### src/rtl/memory_stage_pipe.sv
`default_nettype none
// ============================================================================
// Module   : memory_stage_pipe
// Brief    : MEM pipeline stage. Drives a req/ack data-memory port with sized,
//            aligned byte-lane access, extracts and extends loads, stalls the
//            M stage while an access is outstanding and registers results
//            into the M/W pipeline register.
//            Optional macro: MEM_STAGE_STALL_CNT_EN adds a saturating
//            stall-cycle counter on stall_cnt_o.
// Revision : 1.0 - initial parametrised release
// ============================================================================
module memory_stage_pipe #(
    parameter int DW = 32,
    parameter int RW = 5
`ifdef MEM_STAGE_STALL_CNT_EN
    ,
    parameter int CW = 16
`endif
) (
    input  logic            clk_i,
    input  logic            rst_i,
    input  logic            valid_m_i,
    input  logic            reg_write_m_i,
    input  logic            mem_to_reg_m_i,
    input  logic            mem_read_m_i,
    input  logic            mem_write_m_i,
    input  logic [1:0]      mem_size_m_i,
    input  logic            mem_unsigned_m_i,
    input  logic [DW-1:0]   alu_out_m_i,
    input  logic [DW-1:0]   write_data_m_i,
    input  logic [RW-1:0]   write_reg_m_i,
    input  logic            flush_m_i,
    output logic            dmem_req_o,
    output logic            dmem_we_o,
    output logic [DW-1:0]   dmem_addr_o,
    output logic [DW-1:0]   dmem_wdata_o,
    output logic [DW/8-1:0] dmem_be_o,
    input  logic            dmem_ack_i,
    input  logic [DW-1:0]   dmem_rdata_i,
    output logic            stall_m_o,
    output logic            misalign_o,
    output logic            valid_w_o,
    output logic            reg_write_w_o,
    output logic            mem_to_reg_w_o,
    output logic [DW-1:0]   alu_out_w_o,
    output logic [DW-1:0]   read_data_w_o,
    output logic [RW-1:0]   write_reg_w_o
`ifdef MEM_STAGE_STALL_CNT_EN
    ,
    output logic [CW-1:0]   stall_cnt_o
`endif
);

    localparam int C_NB = DW / 8;
    localparam int C_OW = $clog2(C_NB);

    typedef enum logic [0:0] {S_IDLE = 1'b0, S_WAIT = 1'b1} state_t;

    state_t          r_state;
    logic            r_flushed;
    logic [DW-1:0]   r_alu;
    logic [DW-1:0]   r_wdata;
    logic [1:0]      r_size;
    logic            r_uns;
    logic            r_we;
    logic            r_regw;
    logic            r_m2r;
    logic [RW-1:0]   r_wreg;
    logic            r_misalign;

    logic            w_in_wait;
    logic [1:0]      w_size_eff;
    logic            w_aligned;
    logic            w_mem_access;
    logic            w_mem_op;
    logic            w_misalign;
    logic [DW-1:0]   w_sel_alu;
    logic [DW-1:0]   w_sel_wdata;
    logic [1:0]      w_sel_size;
    logic            w_sel_uns;
    logic            w_sel_we;
    logic            w_sel_regw;
    logic            w_sel_m2r;
    logic [RW-1:0]   w_sel_wreg;
    logic [C_OW-1:0] w_off;
    logic [C_NB-1:0] w_be_base;
    logic [DW-1:0]   w_wdata_rep;
    logic [DW-1:0]   w_sh;
    logic            w_sext;
    logic [DW-1:0]   w_ext8;
    logic [DW-1:0]   w_ext16;
    logic [DW-1:0]   w_ext32;
    logic [DW-1:0]   w_load;
    logic            w_req;
    logic            w_capture;

    assign w_in_wait = (r_state == S_WAIT);

    // A dword request on a 32-bit datapath degrades to a word access
    assign w_size_eff = ((DW == 32) && (mem_size_m_i == 2'd3)) ? 2'd2 : mem_size_m_i;

    // Natural-alignment check on the live M-stage address
    always_comb begin
        w_aligned = 1'b1;
        case (w_size_eff)
            2'd0:    w_aligned = 1'b1;
            2'd1:    w_aligned = ~alu_out_m_i[0];
            2'd2:    w_aligned = (alu_out_m_i[1:0] == 2'b00);
            default: w_aligned = (alu_out_m_i[2:0] == 3'b000);
        endcase
    end

    assign w_mem_access = valid_m_i & (mem_read_m_i | mem_write_m_i) & ~flush_m_i;
    assign w_mem_op     = w_mem_access & w_aligned;
    assign w_misalign   = ~w_in_wait & w_mem_access & ~w_aligned;

    // While waiting, the bus and the W capture run from the registered copy
    assign w_sel_alu   = w_in_wait ? r_alu   : alu_out_m_i;
    assign w_sel_wdata = w_in_wait ? r_wdata : write_data_m_i;
    assign w_sel_size  = w_in_wait ? r_size  : w_size_eff;
    assign w_sel_uns   = w_in_wait ? r_uns   : mem_unsigned_m_i;
    assign w_sel_we    = w_in_wait ? r_we    : mem_write_m_i;
    assign w_sel_regw  = w_in_wait ? r_regw  : reg_write_m_i;
    assign w_sel_m2r   = w_in_wait ? r_m2r   : mem_to_reg_m_i;
    assign w_sel_wreg  = w_in_wait ? r_wreg  : write_reg_m_i;
    assign w_off       = w_sel_alu[C_OW-1:0];

    // Lane mask by size and lane-replicated store data
    always_comb begin
        w_be_base   = '1;
        w_wdata_rep = w_sel_wdata;
        case (w_sel_size)
            2'd0: begin
                w_be_base   = C_NB'(1);
                w_wdata_rep = {C_NB{w_sel_wdata[7:0]}};
            end
            2'd1: begin
                w_be_base   = C_NB'(3);
                w_wdata_rep = {(C_NB/2){w_sel_wdata[15:0]}};
            end
            2'd2: begin
                w_be_base   = C_NB'(15);
                w_wdata_rep = {(C_NB/4){w_sel_wdata[31:0]}};
            end
            default: begin
                w_be_base   = '1;
                w_wdata_rep = w_sel_wdata;
            end
        endcase
    end

    // Bring the addressed lane(s) down to bit 0 before extension
    assign w_sh    = dmem_rdata_i >> {w_off, 3'b000};
    assign w_sext  = ~w_sel_uns;
    assign w_ext8  = {{(DW-8){w_sh[7] & w_sext}}, w_sh[7:0]};
    assign w_ext16 = {{(DW-16){w_sh[15] & w_sext}}, w_sh[15:0]};

    generate
        if (DW > 32) begin : g_ext32_wide
            assign w_ext32 = {{(DW-32){w_sh[31] & w_sext}}, w_sh[31:0]};
        end else begin : g_ext32_native
            assign w_ext32 = w_sh;
        end
    endgenerate

    // Pick the extended load value for the access size
    always_comb begin
        w_load = w_sh;
        case (w_sel_size)
            2'd0:    w_load = w_ext8;
            2'd1:    w_load = w_ext16;
            2'd2:    w_load = w_ext32;
            default: w_load = w_sh;
        endcase
    end

    // Bus and stall outputs; gating with rst_i drops them as soon as reset asserts
    assign w_req        = rst_i & (w_in_wait | w_mem_op);
    assign dmem_req_o   = w_req;
    assign dmem_we_o    = w_req & w_sel_we;
    assign dmem_be_o    = w_req ? (w_be_base << w_off) : '0;
    assign dmem_addr_o  = {w_sel_alu[DW-1:C_OW], {C_OW{1'b0}}};
    assign dmem_wdata_o = w_wdata_rep;
    assign stall_m_o    = rst_i & ~dmem_ack_i & (w_in_wait | w_mem_op);
    assign misalign_o   = r_misalign;

    // A result enters W on a completing access or a plain non-memory op
    assign w_capture = w_in_wait
                     ? (dmem_ack_i & ~flush_m_i & ~r_flushed)
                     : ((w_mem_op & dmem_ack_i) |
                        (valid_m_i & ~mem_read_m_i & ~mem_write_m_i & ~flush_m_i));

    // Request FSM: snapshot the access on entry to WAIT, track a flush while waiting
    always_ff @(posedge clk_i or negedge rst_i) begin
        if (!rst_i) begin
            r_state   <= S_IDLE;
            r_flushed <= 1'b0;
            r_alu     <= '0;
            r_wdata   <= '0;
            r_size    <= 2'd0;
            r_uns     <= 1'b0;
            r_we      <= 1'b0;
            r_regw    <= 1'b0;
            r_m2r     <= 1'b0;
            r_wreg    <= '0;
        end else begin
            case (r_state)
                S_IDLE: begin
                    r_flushed <= 1'b0;
                    if (w_mem_op && !dmem_ack_i) begin
                        r_state <= S_WAIT;
                        r_alu   <= alu_out_m_i;
                        r_wdata <= write_data_m_i;
                        r_size  <= w_size_eff;
                        r_uns   <= mem_unsigned_m_i;
                        r_we    <= mem_write_m_i;
                        r_regw  <= reg_write_m_i;
                        r_m2r   <= mem_to_reg_m_i;
                        r_wreg  <= write_reg_m_i;
                    end
                end
                S_WAIT: begin
                    if (dmem_ack_i) begin
                        r_state   <= S_IDLE;
                        r_flushed <= 1'b0;
                    end else if (flush_m_i) begin
                        r_flushed <= 1'b1;
                    end
                end
                default: r_state <= S_IDLE;
            endcase
        end
    end

    // M/W pipeline register: capture a result or insert a bubble
    always_ff @(posedge clk_i or negedge rst_i) begin
        if (!rst_i) begin
            valid_w_o      <= 1'b0;
            reg_write_w_o  <= 1'b0;
            mem_to_reg_w_o <= 1'b0;
            alu_out_w_o    <= '0;
            read_data_w_o  <= '0;
            write_reg_w_o  <= '0;
        end else if (w_capture) begin
            valid_w_o      <= 1'b1;
            reg_write_w_o  <= w_sel_regw;
            mem_to_reg_w_o <= w_sel_m2r;
            alu_out_w_o    <= w_sel_alu;
            read_data_w_o  <= w_load;
            write_reg_w_o  <= w_sel_wreg;
        end else begin
            valid_w_o      <= 1'b0;
            reg_write_w_o  <= 1'b0;
        end
    end

    // One-cycle pulse for a rejected misaligned access
    always_ff @(posedge clk_i or negedge rst_i) begin
        if (!rst_i) begin
            r_misalign <= 1'b0;
        end else begin
            r_misalign <= w_misalign;
        end
    end

`ifdef MEM_STAGE_STALL_CNT_EN
    logic [CW-1:0] r_stall_cnt;

    // Saturating count of stalled cycles since reset
    always_ff @(posedge clk_i or negedge rst_i) begin
        if (!rst_i) begin
            r_stall_cnt <= '0;
        end else if (stall_m_o && (r_stall_cnt != {CW{1'b1}})) begin
            r_stall_cnt <= r_stall_cnt + 1'b1;
        end
    end

    assign stall_cnt_o = r_stall_cnt;
`endif

endmodule
`default_nettype wire

### config.mk
export PLATFORM = sky130hd
export DESIGN_NAME = memory_stage_pipe
export DESIGN_NICKNAME = d
export VERILOG_FILES = /design/src/rtl/memory_stage_pipe.sv
export SDC_FILE = /design/constraint.sdc
export NUM_CORES = 1
export LEC_CHECK = 0
export CAP_MARGIN = 20
export CORE_UTILIZATION = 45
export CTS_CLUSTER_DIAMETER = 200
export DETAILED_ROUTE_END_ITERATION = 16
export PLACE_DENSITY = 0.9
export SYNTH_ARGS = -nofsm -noshare
export SYNTH_HDL_FRONTEND = slang
export SYNTH_SLANG_ARGS = --single-unit
### constraint.sdc
create_clock -name clk_i -period 2.4 [get_ports clk_i]
set_clock_uncertainty 0.1 [all_clocks]
set_input_delay 0.48 -clock clk_i [delete_from_list [all_inputs] [get_ports clk_i]]
set_output_delay 0.48 -clock clk_i [all_outputs]
set_load 0.01 [all_outputs]
# Word level (Yosys, flattened, before mapping)
# Cells that the tools add are included.
# totals
register_bits,150
inputBits,113
output_inout_bits,144
wordCells,83
# classes
eq_ne,5
n_shift,2
mux,23
bitwise_logic,29
reduce_logical,7
# op_table
op,n
32-bit one-hot mux with 2 select lines,2
32-bit two-way mux,2
32-bit by 5-bit right shift with 32-bit output,1
1-bit bitwise AND,17
1-bit two-way mux,11
1-bit NOT,9
4-bit one-hot mux with 2 select lines,1
2-bit zero test,3
5-bit two-way mux,1
2-bit by 1-bit equality test with 1-bit output (second input constant),2
2-bit equality test (second input constant),2
2-bit two-way mux,2
4-bit two-way mux,1
1-bit one-hot mux with 2 select lines,2
4-bit by 2-bit << shifter with 4-bit output,1
3-bit zero test,1
3-bit != test (second input constant),1
1-bit OR,3
1-bit one-hot mux with 3 select lines,1
2-bit AND reduction,1
1-bit logical AND,1
1-bit zero test,1

# Longest topological paths before layout
# Gate-level depths: netlist (run 1).
# logic_depth
depth_word,9
mapped_depth,9
mapped_depth_nobuf,6

# Least setup slack after synthesis (run 1)
# No wires, ideal clock.
# synth_path
path_type,reg-to-output
startpoint,reg r_state
endpoint,out dmem_wdata_o[20]
arrival_time_ns,1.604
setup_slack_ns,0.216
stages_incl_launch_ff,7
n_path_buf,4
path_cell_list,dfrtp_1 -> buf_6 -> buf_2 -> buf_2 -> buf_2 -> mux2i_1 -> o21ai_0
# synth_between
elab_chain_len,3
word_cells_on_any_way,5
cone_classes,1 x eq/ne; 3 x mux; 1 x reduce/logical
# synth_rtl
item,line,source
"start, declared",59,state_t r_state;
"start signal, assigned",196,r_state <= S_IDLE;
"start signal, assigned",211,r_state <= S_WAIT;
"start signal, assigned",224,r_state <= S_IDLE;
2-bit two-way mux,120,assign w_sel_size = w_in_wait ? r_size : w_size_eff;
2-bit by 1-bit equality test with 1-bit output / 2-bit zero test (equally long branches),132,case (w_sel_size)
32-bit one-hot mux with 2 select lines *,132,
"end, declared",36,"output logic [DW-1:0] dmem_wdata_o,"
# Mark *: on every way between the ends. The rest lies on a longest branch, timed or not.

# Worst setup path in the final report (run 1)
# layout_path
startpoint,reg r_state
endpoint,out dmem_be_o[1]
# layout_between
elab_chain_len,5
word_cells_on_any_way,9
cone_classes,1 x eq/ne; 1 x shift; 4 x mux; 2 x bitwise; 1 x reduce/logical
# layout_rtl
item,line,source
2-bit two-way mux,120,
2-bit by 1-bit equality test with 1-bit output / 2-bit zero test (equally long branches),132,
4-bit one-hot mux with 2 select lines,132,
4-bit by 2-bit << shifter with 4-bit output,181,assign dmem_be_o = w_req ? (w_be_base << w_off) : '0;
4-bit two-way mux *,181,
"end, declared",37,"output logic [DW/8-1:0] dmem_be_o,"
# Marked as above.

==> impl_metrics.py, run 1 <==
metrics = {
    "global_routing": {
        "grt_usage": 0.268,
        "grt_overflow": 0,
        "antenna_found_initial": 1,
        "grt_first_pass_wirelength_mm": 36.5,
        "grt_max_degree": 151,
        "grt_pass1_vias": 6894,
    },
    "cts": {
        "path_clk_slew_ps": 70,
        "clock_latency_ps": 420,
        "cts_tree": "yes",
        "cts_made_buffers": 17,
        "htreeDepth": 4,
        "cts-root-buf": "clkbuf_16",
        "holdBufCountCts": 0,
        "cts_sinks": 150,
        "cts.path.max_buffers": 2,
    },
    "worst_setup_path": {
        "cp-end-kind": "output port",
        "rr_worst_depth": 15,
        "path_depth": 6,
        "critPathTopFamily": "buffers and inverters",
        "worstPathArrival_ps": 2040,
        "worstPathMaxFanout": 8,
        "crit_end": "dmem_be_o[1]",
        "start_kind": "flop",
        "max_stage_delay_ps": 510,
        "r2r-start": "r_state$_DFF_PN0_",
        "critPathKind": "flop to output port",
        "reg2reg_slack_ps": -40,
        "cp_slowest_cell": "dfrtp_4",
        "worstPathCellList": "buf_12 -> a21oi_4 -> buf_4 -> nor2_2 -> nor3_1 -> clkbuf_2",
        "r2r_end": "r_state$_DFF_PN0_",
        "crit_required_ps": 1820,
        "crit_start": "r_state$_DFF_PN0_",
        "path_buf_inv": 3,
    },
    "floorplanning": {
        "die_width_um": 133,
        "design.die.area_sq_um": 17700,
        "coreArea_sq_um": 16600,
        "floorplan.initialDensity": 0.464,
        "ioPinCount": 257,
        "die_y_um": 133,
        "rows": 47,
    },
    "sta": {
        "slew-limit-headroom": 0.447,
        "finalSetupViolCount": 42,
        "fmax_mhz": 382,
        "hold_viol": 0,
        "period_needed_ps": 2620,
        "setup_ws_ps": -219,
        "slew_viol_final": 0,
        "timing.final.crit_share": 1.09,
        "rsz0062_at_grt": "yes",
        "tightest_slew_ps": 830,
    },
    "drt": {
        "ant_nets": 0,
        "drt_iter0_drc": 546,
        "vias": 7047,
        "routed_wl_mm": 26.4,
        "viasPerCell": 5.54,
        "drc": 0,
        "drt_first_pass_iters": 5,
        "wire_per_inst_um": 20.8,
    },
    "placement": {
        "port_buffers": 254,
        "place_congestion": 0.836,
        "dpl_cell_area_sq_um": 10700,
        "post-place-ws_ps": -641,
        "dpl.hpwl_mm": 15.5,
    },
    "layout": {
        "synthToLayoutAreaGrowth_pct": 60.3,
        "n_fill_cell": 1058,
        "multi_input_area_sq_um": 4050,
        "final_common_cell": "clkdlybuf4s50_1",
        "final_cell_mix": "clkdlybuf4s50_1, nor2_1, dfrtp_1",
        "nNetsFinal": 1151,
        "design_area_sq_um": 12400,
        "ff_latch_area_sq_um": 3760,
        "drive_above_1_share": 0.378,
    },
    "flow_run": {
        "cap_violations": 0,
    },
    "synth": {
        "avgSynthCellArea_sq_um": 10.6,
        "ys_ff_latch": 150,
        "ys.warnings.count": 0,
        "synth_area_sq_um": 7720,
        "yosysSeqAreaShare": 0.486,
        "ys_types": 43,
        "syn-instance-count": 729,
    },
    "pwr": {
        "total_power_mw": 9.59,
        "power.leakage_nw": 5.45,
        "peakVddDrop_uv": 499,
        "power_density_nw_per_um2": 775,
    },
    "outcome": {
        "violations": "negative setup slack",
        "outcome": "finished, violations left",
    },
    "min_path": {
        "hp-class": "input pin to asynchronous set/reset pin",
    },
}
-- Yosys cell counts (all sizes together) --
cell       n  share of area
a211oi    19          0.018
a21o       7         0.0068
a21oi     46          0.031
a221oi     1         0.0011
a22oi     10          0.012
a31oi      1         0.0016
a32o       1         0.0013
a32oi      1         0.0021
and2       9         0.0073
buf       68          0.060
clkbuf    12         0.0058
conb       1        0.00049
dfrtp    150           0.49
inv       12         0.0058
mux2     110           0.16
mux2i     48          0.062
nand2     21          0.010
nand2b     3         0.0024
nand3      1        0.00065
nand3b     1        0.00097
nor2     159          0.078
nor2b      6         0.0049
nor3       3         0.0019
nor3b      4         0.0060
nor4       1        0.00081
o21a       2         0.0019
o21ai     13         0.0084
o221ai     8         0.0091
o2bb2ai    9          0.010
o32a       1         0.0013
or3b       1         0.0011
-- power breakdown --
group	internal, mW	switching [mW]	total, mW
Combinational	1.81	1.35	3.16
Sequential	3.22	0.449	3.67
Clock	1.63	1.13	2.76
Total	6.66	2.93	9.59
-- through the flow --
stage	hold WS [ps]	utilization	TNS (ps)	cells
after floorplan	84.4	-	0	730
after CTS	204	0.699	-3830	1254
after global placement	359	0.645	-46900	1194
after global routing	221	0.744	-8430	1272
final	162	0.744	-2700	1272
after detailed placement	366	0.645	-51300	1194
-- what timing repair did --
| item | CTS | global route |
|---|---|---|
| cloned | 3 | 6 |
| setup buffers | 25 | 16 |
| pin swaps | 2 | 24 |
| endpoints found under the hold margin | 0 | 0 |
| resized for setup | 237 | 215 |
| setup endpoints to repair | 93 | 148 |
-- worst min-delay path by stage --
stage	from	end	slack, ps	cells after the start
after floorplan	rst_i	alu_out_w_o[0]$_DFFE_PN0P_	80	0
after global routing	rst_i	r_alu[31]$_DFFE_PN0P_	220	2
after detailed placement	read_data_w_o[1]$_DFFE_PN0P_	read_data_w_o[1]$_DFFE_PN0P_	370	1
after global placement	read_data_w_o[1]$_DFFE_PN0P_	read_data_w_o[1]$_DFFE_PN0P_	360	1
final	rst_i	r_alu[31]$_DFFE_PN0P_	160	2
after CTS	rst_i	r_alu[2]$_DFFE_PN0P_	200	2
-- area by class of cell --
cell class | instances | share of cell area
Clock buffer | 20 | 0.0377
Clock inverter | 12 | 0.0114
Antenna cell | 1 | 0.000202
Inverter | 12 | 0.00364
Timing Repair Buffer | 369 | 0.294
Sequential cell | 150 | 0.303
Multi-Input combinational cell | 488 | 0.327
Tap cell | 220 | 0.0222
-- worst register-to-register path, delay by kind of cell (launching register included) --
family	cells	cell delay, ps
AO/OA/AOI/OAI	1	40
buffers and inverters	13	1650
AND/OR/NAND/NOR	1	110
flip-flops	1	460
-- sequential cells by signal, summed over array words and instances (netlist names) --
signal          cells
r_we                1
alu_out_w_o        32
r_flushed           1
r_wdata            32
write_reg_w_o       5
reg_write_w_o       1
r_state             1
valid_w_o           1
r_wreg              5
misalign_o          1
r_regw              1
mem_to_reg_w_o      1
r_uns               1
r_alu              32
r_size              2
r_m2r               1
read_data_w_o      32
-- metal layers --
layer | wire length, um | up-vias | part of all wire | track usage
met2 | 13600 | 329 | 0.51 | 0.460
met1 | 10400 | 3515 | 0.39 | 0.328
met5 | 0 | - | 0 | 0
li1 | - | 3122 | - | -
met3 | 1440 | 81 | 0.055 | 0.0479
met4 | 1000 | 0 | 0.038 | 0.120
-- kinds of logic after synthesis --
group / synth area share
muxes: 0.223
AOI/OAI and AO/OA: 0.105
buffers and inverters: 0.0713
DFF: 0.486
other: 0.000486
and+or+nand+nor: 0.114
No activity file was read; power rests on OpenSTA's default activity.
==> run 2: changes to the inputs <==
--- a/config.mk
+++ b/config.mk
@@ -5,7 +5,6 @@
 export SDC_FILE = /design/constraint.sdc
 export NUM_CORES = 1
 export LEC_CHECK = 0
-export CAP_MARGIN = 20
 export CORE_UTILIZATION = 45
 export CTS_CLUSTER_DIAMETER = 200
 export DETAILED_ROUTE_END_ITERATION = 16
@@ -13,3 +12,4 @@
 export SYNTH_ARGS = -nofsm -noshare
 export SYNTH_HDL_FRONTEND = slang
 export SYNTH_SLANG_ARGS = --single-unit
+export TNS_END_PERCENT = 10
==> impl_metrics.py, run 2 (synthesis results as in run 1) <==
metrics = {
    "floorplanning": {
        "rows": 47,
        "die_width_um": 133,
        "ioPinCount": 257,
        "design.die.area_sq_um": 17700,
        "die_y_um": 133,
        "coreArea_sq_um": 16600,
        "floorplan.initialDensity": 0.464,
    },
    "flow_run": {
        "cap_violations": 0,
    },
    "layout": {
        "n_fill_cell": 1149,
        "synthToLayoutAreaGrowth_pct": 54.4,
        "nNetsFinal": 1139,
        "drive_above_1_share": 0.336,
        "final_cell_mix": "clkdlybuf4s50_1, nor2_1, dfrtp_1",
        "final_common_cell": "clkdlybuf4s50_1",
    },
    "cts": {
        "cts_made_buffers": 17,
        "htreeDepth": 4,
        "cts-root-buf": "clkbuf_16",
        "cts_tree": "yes",
        "path_clk_slew_ps": 70,
        "clock_latency_ps": 420,
        "cts_sinks": 150,
        "cts.path.max_buffers": 2,
    },
    "min_path": {
        "hp-class": "input pin to asynchronous set/reset pin",
    },
    "placement": {
        "place_congestion": 0.836,
        "dpl.hpwl_mm": 15.5,
        "port_buffers": 254,
    },
    "worst_setup_path": {
        "rr_worst_depth": 9,
        "max_stage_delay_ps": 510,
        "path_buf_inv": 2,
        "path_depth": 5,
        "worstPathMaxFanout": 8,
        "critPathKind": "flop to output port",
        "worstPathArrival_ps": 2080,
        "critPathTopFamily": "flip-flops",
        "worstPathCellList": "buf_12 -> mux2_4 -> nor4_4 -> a211oi_2 -> clkdlybuf4s15_2",
        "crit_required_ps": 1820,
        "cp-end-kind": "output port",
        "cp_slowest_cell": "dfrtp_4",
        "start_kind": "flop",
    },
    "pwr": {
        "power_density_nw_per_um2": 788,
        "power.leakage_nw": 5.30,
        "total_power_mw": 9.40,
        "peakVddDrop_uv": 481,
    },
    "sta": {
        "fin_tns_setup_ps": -5510,
        "rsz0062_at_grt": "yes",
        "whs_ps": 165,
        "slew-limit-headroom": 0.455,
        "timing.final.crit_share": 1.11,
        "fmax_mhz": 376,
        "tightest_slew_ps": 818,
        "setup_ws_ps": -260,
        "slew_viol_final": 0,
        "period_needed_ps": 2660,
        "hold_viol": 0,
        "finalSetupViolCount": 99,
    },
    "drt": {
        "vias": 6901,
        "routed_wl_mm": 24.7,
        "ant_nets": 0,
        "drt_iter0_drc": 380,
        "viasPerCell": 5.48,
        "wire_per_inst_um": 19.6,
        "drt_first_pass_iters": 5,
        "drc": 0,
    },
    "global_routing": {
        "grt_usage": 0.268,
        "grt_max_degree": 151,
        "grt_overflow": 0,
        "grt_first_pass_wirelength_mm": 36.5,
        "antenna_found_initial": 1,
        "grt_pass1_vias": 6874,
    },
    "outcome": {
        "outcome": "finished, violations left",
        "violations": "negative setup slack",
    },
}
## run 2: changes by cell type in the layout (fill, tap and decap cells not counted), sizes merged
cell | previous run | this run
clkbuf | 50 | 46
clkdlybuf4s15 | 6 | 2
bufbuf | 0 | 2
buf | 149 | 132
dlymetal6s2s | 0 | 1
dlygate4sd2 | 8 | 18
## run 2: final timing paths
kind / from / endpoint / slack (ps)
worst min-delay path: rst_i / r_alu[31]$_DFFE_PN0P_ / 160
worst min register to register: read_data_w_o[1]$_DFFE_PN0P_ / read_data_w_o[1]$_DFFE_PN0P_ / 380
worst max register to register: r_state$_DFF_PN0_ / r_alu[16]$_DFFE_PN0P_ / -50
min in group clk_i: read_data_w_o[1]$_DFFE_PN0P_ / read_data_w_o[1]$_DFFE_PN0P_ / 380
max in group asynchronous: rst_i / r_alu[0]$_DFFE_PN0P_ / 1430
worst max-delay path: r_state$_DFF_PN0_ / dmem_be_o[2] / -260
## run 2: per-stage QoR
step / instances / util / instance area, sq um / worst slack, ps
2_1_floorplan: 730 / - / 7730 / 216
3_3_place_gp: 1194 / 0.645 / 10700 / -602
3_5_place_dp: 1194 / 0.645 / 10700 / -641
4_1_cts: 1242 / 0.693 / 11500 / -264
5_1_grt: 1260 / 0.717 / 11900 / -289
6_report: 1260 / 0.717 / 11900 / -260
## run 2: area by class of cell
type | count | area [sq um] | area share
multi-input cells | 488 | 3870 | 0.324
flip-flops and latches | 150 | 3760 | 0.315
repair buffers | 357 | 3370 | 0.282
clock buffers | 20 | 467 | 0.0391
well taps | 220 | 275 | 0.0231
clock inverters | 12 | 141 | 0.0119
inverters | 12 | 45.0 | 0.00378
diodes | 1 | 2.50 | 0.000210
## run 2: timing repair
item                                    4_1_cts  5_1_grt
resized for setup                           202      148
pin swaps                                     2        7
hold buffers                                  0        0
setup buffers                                13       15
cloned                                        3        2
endpoints found under the setup margin       93       95
## run 2: metal layers
metal / share of wire / global-route usage
met5: 0 / 0
met4: 0.035 / 0.130
met3: 0.053 / 0.0502
met2: 0.51 / 0.453
met1: 0.41 / 0.328
## run 2: report_power, final
part	switching [mW]	internal, mW
registers	0.414	3.22
logic	1.30	1.73
clock network	1.11	1.63
total	2.82	6.58
==> run 3: changes to the inputs <==
--- a/config.mk
+++ b/config.mk
@@ -8,6 +8,7 @@
 export CORE_UTILIZATION = 45
 export CTS_CLUSTER_DIAMETER = 200
 export DETAILED_ROUTE_END_ITERATION = 16
+export MAX_ROUTING_LAYER = met4
 export PLACE_DENSITY = 0.9
 export SYNTH_ARGS = -nofsm -noshare
 export SYNTH_HDL_FRONTEND = slang
==> impl_metrics.py, run 3 (synthesis results as in run 1) <==
metrics = {
    "outcome": {
        "outcome": "finished, violations left",
        "violations": "negative setup slack",
    },
    "cts": {
        "cts.path.max_buffers": 2,
        "holdBufCountCts": 0,
        "cts_made_buffers": 17,
        "cts_tree": "yes",
        "cts-root-buf": "clkbuf_16",
        "path_clk_slew_ps": 70,
        "clock_latency_ps": 420,
        "cts_sinks": 150,
        "htreeDepth": 4,
    },
    "worst_setup_path": {
        "critPathKind": "flop to output port",
        "path_buf_inv": 1,
        "path_depth": 5,
        "worstPathMaxFanout": 3,
        "cp-end-kind": "output port",
        "crit_required_ps": 1820,
        "start_kind": "flop",
        "cp_slowest_cell": "dfrtp_4",
        "worstPathArrival_ps": 2070,
        "critPathTopFamily": "flip-flops",
        "max_stage_delay_ps": 510,
        "rr_worst_depth": 9,
        "worstPathCellList": "or3b_4 -> a21oi_4 -> nor4_4 -> a211oi_2 -> clkdlybuf4s15_2",
    },
    "sta": {
        "tightest_slew_ps": 817,
        "rsz0062_at_grt": "yes",
        "slew-limit-headroom": 0.456,
        "slew_viol_final": 0,
        "period_needed_ps": 2650,
        "setup_ws_ps": -248,
        "fmax_mhz": 378,
        "timing.final.crit_share": 1.10,
        "fin_tns_setup_ps": -4730,
        "finalSetupViolCount": 83,
        "hold_viol": 0,
    },
    "flow_run": {
        "cap_violations": 0,
    },
    "floorplanning": {
        "design.die.area_sq_um": 17700,
        "rows": 47,
        "floorplan.initialDensity": 0.464,
        "ioPinCount": 257,
        "coreArea_sq_um": 16600,
        "die_width_um": 133,
        "die_y_um": 133,
    },
    "global_routing": {
        "grt_max_degree": 151,
        "grt_pass1_vias": 6884,
        "grt_overflow": 0,
        "grt_first_pass_wirelength_mm": 36.5,
        "antenna_found_initial": 1,
        "grt_usage": 0.276,
    },
    "drt": {
        "drc": 0,
        "drt_first_pass_iters": 5,
        "viasPerCell": 5.45,
        "drt_iter0_drc": 436,
        "routed_wl_mm": 24.6,
        "vias": 6872,
        "ant_nets": 0,
        "wire_per_inst_um": 19.5,
    },
    "layout": {
        "nNetsFinal": 1139,
        "final_common_cell": "clkdlybuf4s50_1",
        "fin_util": 0.716,
        "synthToLayoutAreaGrowth_pct": 54.3,
        "final_cell_mix": "clkdlybuf4s50_1, nor2_1, dfrtp_1",
        "drive_above_1_share": 0.336,
    },
    "pwr": {
        "power_density_nw_per_um2": 788,
        "power.leakage_nw": 5.29,
        "peakVddDrop_uv": 484,
    },
    "placement": {
        "place_congestion": 0.851,
        "dpl.hpwl_mm": 15.5,
        "port_buffers": 254,
    },
    "min_path": {
        "hp-class": "input pin to asynchronous set/reset pin",
    },
}
-- run 3: cell types whose count changed in the layout (fill, tap and decap cells not counted) --
cell | previous run | this run
mux2_4 | 41 | 40
mux2_1 | 13 | 14
clkbuf_2 | 24 | 25
dlygate4sd2_1 | 18 | 17
-- run 3: cell type report --
class                   instances  area [sq um]
fillers                      1154          4720
multi-input cells             488          3860
flip-flops and latches        150          3760
repair buffers                357          3360
clock buffers                  20           467
well taps                     220           275
clock inverters                12           141
inverters                      12          45.0
diodes                          1          2.50
-- run 3: layer usage --
layer	GRT usage	wire length [um]
met1	0.328	9840
met2	0.455	12500
met3	0.0479	1380
met4	0.130	815
met5	-	0
-- run 3: path summary, 6_finish.rpt --
path                                         startpoint  slack [ps]                      endpoint
max                                   r_state$_DFF_PN0_        -250                  dmem_be_o[2]
min                                               rst_i         160         r_alu[31]$_DFFE_PN0P_
max reg2reg                           r_state$_DFF_PN0_         -40         r_alu[16]$_DFFE_PN0P_
min reg2reg                read_data_w_o[1]$_DFFE_PN0P_         380  read_data_w_o[1]$_DFFE_PN0P_
max in group asynchronous                         rst_i        1440        r_wdata[7]$_DFFE_PN0P_
min in group clk_i         read_data_w_o[1]$_DFFE_PN0P_         380  read_data_w_o[1]$_DFFE_PN0P_
-- run 3: timing repair --
action,4_1_cts,5_1_grt
pin swaps,2,7
endpoints found under the hold margin,0,0
setup endpoints to repair,93,94
buffers inserted,13,15
gates cloned,3,2
resized for setup,202,149
-- run 3: power by group --
part / internal [mW] / total (mW) / switching (mW)
registers: 3.22 / 3.63 / 0.413
clock network: 1.63 / 2.74 / 1.10
logic: 1.73 / 3.02 / 1.30
total: 6.58 / 9.39 / 2.81
-- run 3: stage by stage --
stage / worst slack, ps / power [mW] / cells / hold slack (ps) / area [sq um]
6_report: -248 / 9.39 / 1260 / 164 / 11900
5_1_grt: -288 / 9.82 / 1260 / 218 / 11900
4_1_cts: -264 / 9.16 / 1242 / 204 / 11500
3_5_place_dp: -641 / 6.40 / 1194 / 366 / 10700
3_3_place_gp: -602 / 6.27 / 1194 / 359 / 10700
2_1_floorplan: 216 / 4.86 / 730 / 84.4 / 7730
